### src/rtl/usrt_tx_if.sv
// Byte handshake between a producer and the usrt_tx holding buffer.
interface usrt_tx_if;
  logic [7:0] i_Tx_Data;
  logic       i_Tx_Valid;
  logic       o_Tx_Ready;

  modport master (output i_Tx_Data, output i_Tx_Valid, input o_Tx_Ready);
  modport slave  (input i_Tx_Data, input i_Tx_Valid, output o_Tx_Ready);
endinterface

### src/rtl/usrt_tx.sv
// Serial transmitter: one-deep holding buffer feeding a start/8 data/parity/stop framer.
// Baud and parity are captured per frame at launch so config changes never disturb a frame in flight.
module usrt_tx #(
  parameter int unsigned STOP_BITS = 1
) (
  input  logic        i_Pclk,
  input  logic        i_Reset,
  input  logic [13:0] i_Baud,
  input  logic        i_Parity,
  usrt_tx_if.slave    tx_if,
  output logic        o_Tx,
  output logic        o_Busy,
  output logic        o_Done
);

  typedef enum logic [2:0] {IDLE, START, DATA, PARITY, STOP} state_t;

  localparam logic STOP_LAST = (STOP_BITS == 2);

  state_t      state_q, state_d;
  logic        buf_full_q, buf_full_d;
  logic [7:0]  buf_q, buf_d;
  logic [7:0]  data_q, data_d;
  logic [13:0] baud_q, baud_d;
  logic        par_q, par_d;
  logic [13:0] timer_q, timer_d;
  logic [2:0]  idx_q, idx_d;
  logic        stop_q, stop_d;
  logic        tx_q, tx_d;
  logic        done_q, done_d;

  logic        wr;
  logic        launch;
  logic        tick0;
  logic [13:0] period_in;

  assign wr        = tx_if.i_Tx_Valid & ~buf_full_q;
  assign tick0     = (timer_q == '0);
  assign period_in = (i_Baud < 14'd2) ? 14'd2 : i_Baud;

  always_comb begin
    state_d    = state_q;
    buf_full_d = buf_full_q;
    buf_d      = buf_q;
    data_d     = data_q;
    baud_d     = baud_q;
    par_d      = par_q;
    timer_d    = timer_q;
    idx_d      = idx_q;
    stop_d     = stop_q;
    tx_d       = tx_q;
    done_d     = 1'b0;
    launch     = 1'b0;

    if (wr) begin
      buf_full_d = 1'b1;
      buf_d      = tx_if.i_Tx_Data;
    end

    if (state_q != IDLE) begin
      timer_d = tick0 ? (baud_q - 14'd1) : (timer_q - 14'd1);
    end

    unique case (state_q)
      IDLE: begin
        tx_d = 1'b1;
        if (buf_full_q) launch = 1'b1;
      end
      START: begin
        if (tick0) begin
          state_d = DATA;
          idx_d   = '0;
          tx_d    = data_q[0];
        end
      end
      DATA: begin
        if (tick0) begin
          if (idx_q == 3'd7) begin
            state_d = PARITY;
            tx_d    = (^data_q) ^ par_q;
          end else begin
            idx_d = idx_q + 3'd1;
            tx_d  = data_q[idx_d];
          end
        end
      end
      PARITY: begin
        if (tick0) begin
          state_d = STOP;
          stop_d  = 1'b0;
          tx_d    = 1'b1;
        end
      end
      STOP: begin
        if (tick0) begin
          if (stop_q == STOP_LAST) begin
            done_d = 1'b1;
            if (buf_full_q) begin
              launch = 1'b1;
            end else begin
              state_d = IDLE;
              timer_d = '0;
              tx_d    = 1'b1;
            end
          end else begin
            stop_d = 1'b1;
          end
        end
      end
      default: begin
        state_d = IDLE;
        tx_d    = 1'b1;
      end
    endcase

    // Launch needs a full buffer and a write needs an empty one, so this override never drops a write.
    if (launch) begin
      state_d    = START;
      buf_full_d = 1'b0;
      data_d     = buf_q;
      baud_d     = period_in;
      par_d      = i_Parity;
      timer_d    = period_in - 14'd1;
      tx_d       = 1'b0;
    end
  end

  always_ff @(posedge i_Pclk or posedge i_Reset) begin
    if (i_Reset) begin
      state_q    <= IDLE;
      buf_full_q <= 1'b0;
      buf_q      <= '0;
      data_q     <= '0;
      baud_q     <= '0;
      par_q      <= 1'b0;
      timer_q    <= '0;
      idx_q      <= '0;
      stop_q     <= 1'b0;
      tx_q       <= 1'b1;
      done_q     <= 1'b0;
    end else begin
      state_q    <= state_d;
      buf_full_q <= buf_full_d;
      buf_q      <= buf_d;
      data_q     <= data_d;
      baud_q     <= baud_d;
      par_q      <= par_d;
      timer_q    <= timer_d;
      idx_q      <= idx_d;
      stop_q     <= stop_d;
      tx_q       <= tx_d;
      done_q     <= done_d;
    end
  end

  assign tx_if.o_Tx_Ready = ~buf_full_q;
  assign o_Tx             = tx_q;
  assign o_Busy           = (state_q != IDLE);
  assign o_Done           = done_q;

endmodule

### src/flat_wrapper.sv
// flat-port wrapper written by rule: the top's interface ports become plain ports
module usrt_tx_flat 
#(
  parameter int unsigned STOP_BITS = 1
)
  (i_Pclk, i_Reset, i_Baud, i_Parity, o_Tx, o_Busy, o_Done, tx_if_i_Tx_Data, tx_if_i_Tx_Valid, tx_if_o_Tx_Ready);
  usrt_tx_if tx_if_i ();
  input  logic i_Pclk;
  input  logic i_Reset;
  input  logic [13:0] i_Baud;
  input  logic i_Parity;
  output logic o_Tx;
  output logic o_Busy;
  output logic o_Done;
  input wire logic [$bits(tx_if_i.i_Tx_Data)-1:0] tx_if_i_Tx_Data;
  input wire logic [$bits(tx_if_i.i_Tx_Valid)-1:0] tx_if_i_Tx_Valid;
  output wire logic [$bits(tx_if_i.o_Tx_Ready)-1:0] tx_if_o_Tx_Ready;
  assign tx_if_i.i_Tx_Data = tx_if_i_Tx_Data;
  assign tx_if_i.i_Tx_Valid = tx_if_i_Tx_Valid;
  assign tx_if_o_Tx_Ready = tx_if_i.o_Tx_Ready;
  usrt_tx #(.STOP_BITS(STOP_BITS)) u_core (.i_Pclk(i_Pclk), .i_Reset(i_Reset), .i_Baud(i_Baud), .i_Parity(i_Parity), .tx_if(tx_if_i), .o_Tx(o_Tx), .o_Busy(o_Busy), .o_Done(o_Done));
endmodule
### config.mk
export PLATFORM = sky130hd
export DESIGN_NAME = usrt_tx_flat
export DESIGN_NICKNAME = d
export VERILOG_FILES = /design/src/rtl/usrt_tx_if.sv /design/src/rtl/usrt_tx.sv /design/src/flat_wrapper.sv
export SDC_FILE = /design/constraint.sdc
export NUM_CORES = 1
export LEC_CHECK = 0
export CAP_MARGIN = 20
export CORE_UTILIZATION = 52
export CTS_CLUSTER_DIAMETER = 60
export DETAILED_ROUTE_END_ITERATION = 16
export PLACE_DENSITY_LB_ADDON = 0.05
export SYNTH_ARGS = -nofsm -noshare
export SYNTH_HDL_FRONTEND = slang
export SYNTH_SLANG_ARGS = --single-unit
### constraint.sdc
create_clock -name i_Pclk -period 2.3 [get_ports i_Pclk]
set_input_delay 0.69 -clock i_Pclk [delete_from_list [all_inputs] [get_ports i_Pclk]]
set_output_delay 0.69 -clock i_Pclk [all_outputs]
set_load 0.02 [all_outputs]
Word-level counts from Yosys, hierarchy flattened

Index checks and enable logic that the tools add are counted.

Multiplexer cells: 45
Equal/unequal tests: 18
Bitwise gates (word level): 3
Order comparisons: 2
Add/sub/neg operators: 4
Reductions and logical operators: 11

Operator list:

| operator                | number |
|---|---|
| $mux W14                | 8 |
| $sub A14 B1 Y14 const B | 3 |
| $mux W3                 | 11 |
| $mux W1                 | 20 |
| $ne A3 B1 Y1 const B    | 5 |
| $pmux W3 S5             | 1 |
| $logic_not A14 Y1       | 1 |
| $lt A14 B2 Y1 const B   | 1 |
| $ne A2 B1 Y1 const B    | 5 |
| $reduce_and A8 Y1       | 1 |
| $reduce_xor A8 Y1       | 1 |
| $eq A3 B2 Y1 const B    | 2 |
| $eq A3 B3 Y1 const B    | 2 |
| $ne A3 B3 Y1 const B    | 2 |
| $pmux W3 S2             | 1 |
| $reduce_and A6 Y1       | 1 |
| $reduce_bool A2 Y1      | 3 |
| $lt A3 B4 Y1 const B    | 1 |
| $pmux W1 S2             | 2 |
| $pmux W1 S4             | 1 |
| $reduce_and A4 Y1       | 1 |
| $add A3 B1 Y3 const B   | 1 |
| $bmux W1 S3             | 1 |
| $eq A3 B1 Y1 const B    | 1 |
| 7 further kinds         | 7 |

Flip-flop bits (word level): 55

Depth between registers and ports, before layout

Depth after elaboration: 8
Gate-level depth with buffers: 13
Gate-level depth less buffers: 10

Least setup slack after synthesis

Ideal clock, no wire load.

Kind: input to register
From: input i_Baud[5]
To: register u_core.timer_q[8]
Stages: 8
Setup slack: -0.403 ns
Required time: 2.160 ns
Data arrival time: 2.562 ns
Path buffers: 0
Path through: nor4_1 -> nand4_1 -> o21ai_0 -> ha_1 -> nand2b_1 -> nor3b_1 -> xnor2_1 -> o221ai_1

Word-level cells in the longest chain between the ends: 4

RTL lines:

| what                   | line               | source |
|---|---|---|
| start: declaration     | flat_wrapper.sv:10 | `input logic [13:0] i_Baud;` |
| $lt A14 B2 Y1          | usrt_tx.sv:39      | `assign period_in = (i_Baud < 14'd2) ? 14'd2 : i_Baud;` |
| $mux W14 *             | usrt_tx.sv:39      |  |
| $sub A14 B1 Y14 *      | usrt_tx.sv:123     | `timer_d = period_in - 14'd1;` |
| $mux W14 *             | usrt_tx.sv:117     | `if (launch) begin` |
| via u_core.timer_d[8]  | usrt_tx.sv:26      | `logic [13:0] timer_q, timer_d;` |
| end signal: assignment | usrt_tx.sv:148     | `timer_q <= timer_d;` |
| end: declaration       | usrt_tx.sv:26      |  |

The timed path passes the listed nets; every way through them passes the cells marked *.
A chain may end at the register's enable or synchronous reset.

Worst setup path after layout

From: register u_core.timer_q[11]
To: register u_core.timer_q[8]

Word-level cells in the longest chain between the ends: 8
Elaborated cells on any way between the ends: 10

RTL lines:

| what                  | line           | source |
|---|---|---|
| $logic_not A14 Y1 *   | usrt_tx.sv:38  | `assign tick0 = (timer_q == '0);` |
| $mux W14              | usrt_tx.sv:61  | `timer_d = tick0 ? (baud_q - 14'd1) : (timer_q - 14'd1);` |
| $mux W14              | usrt_tx.sv:60  | `if (state_q != IDLE) begin` |
| $mux W14              | usrt_tx.sv:98  | `if (buf_full_q) begin` |
| $mux W14              | usrt_tx.sv:96  | `if (stop_q == STOP_LAST) begin` |
| $mux W14              | usrt_tx.sv:95  | `if (tick0) begin` |
| $mux W14              | usrt_tx.sv:64  | `unique case (state_q)` |
| $mux W14 *            | usrt_tx.sv:117 |  |
| via u_core.timer_d[8] | usrt_tx.sv:26  |  |

Marked as above.

==> impl_metrics.csv <==
group,metric,value,unit
status,run_status,"finished, violations left",
status,failing_checks,"setup timing",
global_route,met1_track_usage_gr,0.432,
sta,timing.final.crit_period,2.38,ns
critical_path,critPathKind,"reg2reg",
min_path,hp-class,"reg2reg",
critical_path,worst_ep_required_time,2.48,ns
drt,detailedRoute.firstPassIterationCount,6,
placed_design,place_inst,501,
floorplanning,floorplan.die.height,80.5,µm
synthesis,postSynthAreaPerCell,9.06,µm²
drt,postRouteWirelength,8640,µm
clock_network,number_of_sinks_driven_by_the_clock_tree,54,
clock_network,tritoncts_clock_tree,"built",
drt,detail-route-antenna-nets,0,
power,power_leakage,0.00185,µW
floorplanning,design.die.area,6480,µm²
global_route,top_usage_layer,"met2",
cells_and_area,final_core_util,0.725,
cells_and_area,num_antenna_cells,0,
critical_path,cp_slowest_cell,"sky130_fd_sc_hd__or4_4",
sta,slew-limit-headroom,0.683,
critical_path,endpoint_kind,"register",
floorplanning,effective_utilization_at_floorplan,0.541,
synthesis,synth-edff-count,0,
drt,route.detailed.wl_per_inst,16.5,µm
synthesis,syn-cell-area,3210,µm²
sta,drv_slew,0,
floorplanning,die_w,80.5,µm
clock_network,htreeDepth,2,
clock_network,tritoncts.num_buffers,5,
cells_and_area,drive_gt1_frac,0.290,
synthesis,post-synth-top-area-cell,"sky130_fd_sc_hd__dfrtp_1",
synthesis,asyncSetResetFlopFracSynth,1.00,
critical_path,critical-path-top-delay-family,"simple AND/OR/NAND/NOR gates",
synthesis,synth_top_cell_area_share,0.414,
global_route,grt_max_degree,34,
sta,setup_violations,6,
clock_network,number_of_buffers_inserted_by_hold_repair_at_cts,0,
cells_and_area,layout-area-overhead-vs-synth,34.0,%
power,power.density,743,nW/µm²
synthesis,syn-instance-count,354,
cells_and_area,layout.nets,477,
synthesis,ys.flop_type,"sky130_fd_sc_hd__dfrtp_1",
synthesis,ys_seq_area_frac,0.422,
sta,worst-slew-pin-transition,0.471,ns
drt,detailroute.via_count,3125,
clock_network,clk_latency,0.31,ns
synthesis,synth_cell_types,63,
placed_design,place_hpwl,6170,µm
critical_path,worst-endpoint-arrival,2.56,ns
cells_and_area,final_common_cell,"sky130_fd_sc_hd__nand2_1",
global_route,met3_use_gr,0.0375,
synthesis,yosys-mux-area-fraction,0.0550,
synthesis,synth.ff_latch_count,54,
synthesis,syn_nets,384,
cells_and_area,layout_common_cells,"sky130_fd_sc_hd__nand2_1 (85), sky130_fd_sc_hd__buf_4 (66), sky130_fd_sc_hd__dfrtp_1 (53)",
cells_and_area,non_filler_instance_count_after_layout,523,
global_route,globalRouteMet2Util,0.436,
synthesis,post_synth_fa_ha_maj_area_fraction,0.0156,
sta,layout_worst_path_cycle_share,1.03,
critical_path,critical_path.cell_chain,"or4_4, nor4_4, a21oi_2, ha_2, and4_4, a311oi_1, o221ai_1",
global_route,grt_antenna_before_repair,0,
sta,setup_slack,-0.0787,ns
clock_network,cts_clock_pin_slew_for_the_worst_setup_and_hold_paths,0.11,ns
synthesis,synth_compound_gate_area_share,0.160,
sta,finalClockSkew,0.00812,ns
global_route,grt_first_pass_wirelength,14100,µm
floorplanning,count_of_pins_on_the_block_boundary,30,
sta,max_freq,0.420,GHz
global_route,gr_overflow_total,0,
flow_run,cap_violations,0,
drt,route.detailed.drc,0,
synthesis,dominant_combinational_cell_family_by_area_after_synthesis,"simple AND/OR/NAND/NOR gates",
synthesis,yosys.area_share.xor_xnor,0.0656,
synthesis,yosysWarnings,0,
sta,timing_hold_violations_final,0,
drt,drt-vias-per-instance,5.98,
critical_path,worstSetupStartpointType,"register",
critical_path,cp.buffers_inverters,0,
floorplanning,floorplan.rows,28,
global_route,grt_use_total,0.290,
clock_network,cts.root.buffer_cell,"sky130_fd_sc_hd__clkbuf_8",
sta,setup_repair_after_global_routing_missed_its_margin,"yes",
synthesis,yosys.area_share.simple,0.253,
critical_path,cp_slowest_stage_delay,0.58,ns
power,totalPowerFinal,3190,µW
synthesis,leading_post_synthesis_cells_by_cell_area,"sky130_fd_sc_hd__dfrtp_1 (41%), sky130_fd_sc_hd__nand2_1 (10%), sky130_fd_sc_hd__xnor2_1 (3.8%), sky130_fd_sc_hd__mux2_2 (3.2%), sky130_fd_sc_hd__xor2_1 (2.7%)",
critical_path,worstPathMaxFanout,4,
placed_design,placement.io_buffers,29,
clock_network,cts_buffer_depth,2,
power,max-vdd-ir-drop,0.422,mV
drt,first_iter_violations,330,
placed_design,routabilityCongestion,0.887,
global_route,vias_in_the_first_global_route,2929,
floorplanning,fp.coreArea,5920,µm²
sta,fin_setup_tns,-0.249,ns
-- where the power goes --
part	total [µW]	internal [µW]	switching (µW)	leakage, µW
Combinational	1290	647	645	0.00114
Sequential	1330	1170	168	0.000654
Clock	565	226	338	0.0000502
Total	3190	2040	1150	0.00185
-- routing by layer --
| metal | wire length (µm) | up-vias |
|---|---|---|
| li1 | - | 1460 |
| met2 | 3880 | 145 |
| met1 | 4030 | 1497 |
| met3 | 512 | 23 |
| met5 | 0 | - |
| met4 | 212 | 0 |
-- metrics by stage --
step	instance area [µm²]	hold WS, ns	setup slack (ns)
floorplan	3240	0.435	-0.110
global placement	4000	0.446	-0.596
detailed placement	4000	0.450	-0.675
CTS	4220	0.478	-0.00617
global route	4300	0.514	-0.125
finish	4300	0.476	-0.0787
-- synthesized netlist by cell type (5+ instances only) --
library cell                n
sky130_fd_sc_hd__mux2_2     9
sky130_fd_sc_hd__nor2_1    23
sky130_fd_sc_hd__xor2_1    10
sky130_fd_sc_hd__or3_1      8
sky130_fd_sc_hd__dfrtp_1   53
sky130_fd_sc_hd__nor4_1     6
sky130_fd_sc_hd__o211ai_1   5
sky130_fd_sc_hd__a31oi_1    5
sky130_fd_sc_hd__nor3_1    14
sky130_fd_sc_hd__o21ai_0   12
sky130_fd_sc_hd__nand2_1   85
sky130_fd_sc_hd__xnor2_1   14
sky130_fd_sc_hd__a21oi_1   12
sky130_fd_sc_hd__buf_2      9
sky130_fd_sc_hd__o22ai_1    8
-- path summary, 6_finish.rpt --
kind | start | to | slack [ns] | cells after the start
worst min-delay path | u_core.buf_q[6]$_DFFE_PP0P_ | u_core.data_q[6]$_DFFE_PP0P_ | 0.48 | 2
min in group asynchronous | i_Reset | u_core.buf_q[7]$_DFFE_PP0P_ | 0.68 | 2
max in group asynchronous | i_Reset | u_core.o_Tx$_DFFE_PP1P_ | 1.05 | 3
worst min register to register | u_core.buf_q[6]$_DFFE_PP0P_ | u_core.data_q[6]$_DFFE_PP0P_ | 0.48 | 2
worst max register to register | u_core.timer_q[11]$_DFF_PP0_ | u_core.timer_q[8]$_DFF_PP0_ | -0.08 | 7
worst max-delay path | u_core.timer_q[11]$_DFF_PP0_ | u_core.timer_q[8]$_DFF_PP0_ | -0.08 | 7
-- sequential cells by signal (all words and copies together) (netlist names) --
| name | count |
|---|---|
| u_core.baud_q | 14 |
| u_core.buf_full_q | 1 |
| u_core.buf_q | 8 |
| u_core.data_q | 8 |
| u_core.idx_q | 3 |
| u_core.o_Done | 1 |
| u_core.o_Tx | 1 |
| u_core.par_q | 1 |
| u_core.state_q | 3 |
| u_core.timer_q | 14 |
-- layout make-up --
type                    count  area [µm²]
repair buffers            100         846
clock inverters             3        28.8
clock buffers               5        68.8
inverters                   4        15.0
fillers                   444        1630
flip-flops and latches     54        1350
well taps                  75        93.8
multi-input cells         282        1890
-- cell families (layout without fill, tap and decap cells) --
group                    count (synthesis)  count (layout)
AO/OA/AOI/OAI                           73              73
buffers and inverters                   18             112
multiplexers                            14              14
flip-flops                              54              54
XOR/XNOR                                24              24
AND/OR/NAND/NOR                        167             167
adder cells (fa/ha/maj)                  4               4
-- worst register-to-register path, cell delays in order (launching register included) --
cell                       delay (ns)
sky130_fd_sc_hd__dfrtp_1         0.39
sky130_fd_sc_hd__or4_4           0.58
sky130_fd_sc_hd__nor4_4          0.37
sky130_fd_sc_hd__a21oi_2         0.11
sky130_fd_sc_hd__ha_2            0.21
sky130_fd_sc_hd__and4_4          0.17
sky130_fd_sc_hd__a311oi_1        0.27
sky130_fd_sc_hd__o221ai_1        0.15
-- repair_timing --
item / CTS / global route
endpoints found under the setup margin: 9 / 12
setup buffers: 11 / 5
resized for setup: 18 / 19
pin swaps: 7 / 14
(Power assumes the default switching activity.)
==> patch, RTL diff (config.mk and constraints unchanged) <==
Register the input `i_Baud` before use, without a reset. The logic sees it one clock later. The other inputs are not delayed to match.
--- a/src/rtl/usrt_tx.sv
+++ b/src/rtl/usrt_tx.sv
@@ -18,2 +18,8 @@
   localparam logic STOP_LAST = (STOP_BITS == 2);
+
+  logic [13:0] i_Baud_q;
+
+  always_ff @(posedge i_Pclk) begin
+    i_Baud_q <= i_Baud;
+  end
 
@@ -38,3 +44,3 @@
   assign tick0     = (timer_q == '0);
-  assign period_in = (i_Baud < 14'd2) ? 14'd2 : i_Baud;
+  assign period_in = (i_Baud_q < 14'd2) ? 14'd2 : i_Baud_q;
 
Formal check against the unedited RTL: not equivalent (a bounded check fails within 10 cycles, from zero or initial values and one cycle with i_Reset high).
==> patch against the unedited design <==
The flow still finishes with violations (setup timing). Synthesized area rose by 12%. Total power rose by 42%. Sequential cell count rose by 14. Core utilization rose by 0.56 points. Worst setup slack got worse by 0.46 ns. Design area rose by 11%. Count of clock-buffer cells in the layout rose by 6. Routed wire length rose by 4.3%. Fmax fell by 16%. Largest cell class unchanged. Largest power group unchanged. Highest routed layer unchanged.
==> patch: results (changes against the unedited design) <==
final setup margin -0.540 ns (-0.462 ns); worst reg2reg setup slack -0.54 ns (-0.46 ns); failing checks setup timing; Placement Cell Area 0.00436 mm² (+9.1%); dpl hpwl 6.37 mm (+3.2%); grt met3 use 6.03% (+2.3 points); Hold EP u_core.data_q[1]; share of post-route cells with drive strength above 1 30.1% (+1.1 points); met1 Usage GRT 40.2% (-3.0 points); status complete, but fails checks; sequential power share 39.2% (-2.6 points); crit path from u_core.i_Baud_q[10]; Yosys cell types 62 (-1.6%); r2r endpoint u_core.timer_q[10]; largest net degree at the start of global routing 37 (+8.8%); first-pass GRT wire length 15.1 mm (+7.0%); cells after synthesis 363 (+2.5%); commonest cells in the netlist 53 x dfrtp_1, 47 x nand2_1, 30 x nor2_1, 14 x dfxtp_1; DR vias/cell 6.00 (+0.42%); area grow syn2layout 32.3%; R2R cell count 10 (+3); post-synthesis async set-or-reset flop share 79.4% (-21 points); register area share after synthesis 45.5% (+3.3 points); pre-CTS setup slack -0.488 ns (+0.187 ns); Psw 1480 µW (+29%); routability cong. 0.935 (+5.4%); Synthesized Nets 393 (+2.3%); HP Start u_core.buf_q[1]; GR Util met2 40.2% (-3.3 points); worst vdd ir 0.660 mV (+56%); # setup viols final 3 (-3); Inst Count DP 507 (+1.2%); Worst-path clk slew 0.08 ns (-0.03 ns); WL/cell 16.9 µm (+2.5%); hold slack final 0.470 ns (-0.00619 ns); Clock power frac 27.4% (+9.7 points); Net count, final 480 (+0.63%)
==> patch: layout make-up <==
class                   instances  share of cell area (%)
well taps                      77                    2.03
clock buffers                  11                    3.19
clock inverters                 5                    2.27
inverters                       8                   0.632
repair buffers                 94                    16.7
multi-input cells             269                    40.8
flip-flops and latches         68                    34.4
==> patch: kinds of logic (layout without fill, tap and decap cells) <==
family | after synthesis | in the layout | share of synthesized area [%]
adders and majority gates | 4 | 4 | 1.39
muxes | 26 | 26 | 8.68
buffers and inverters | 26 | 118 | 3.14
and+or+nand+nor | 137 | 137 | 20.4
xor gates and xnor gates | 21 | 21 | 5.13
DFF | 68 | 68 | 45.5
AOI/OAI and AO/OA | 81 | 81 | 15.8
==> patch: repair_timing <==
item	in CTS	in global routing
pin swaps	5	8
endpoints found under the setup margin	4	30
setup buffers	10	5
gates resized for setup	5	11
==> patch: routing by layer <==
layer | vias up | routed length (µm)
met3 | 8 | 694
met1 | 1525 | 4170
li1 | 1508 | -
met2 | 151 | 4080
met5 | - | 0
met4 | 0 | 66
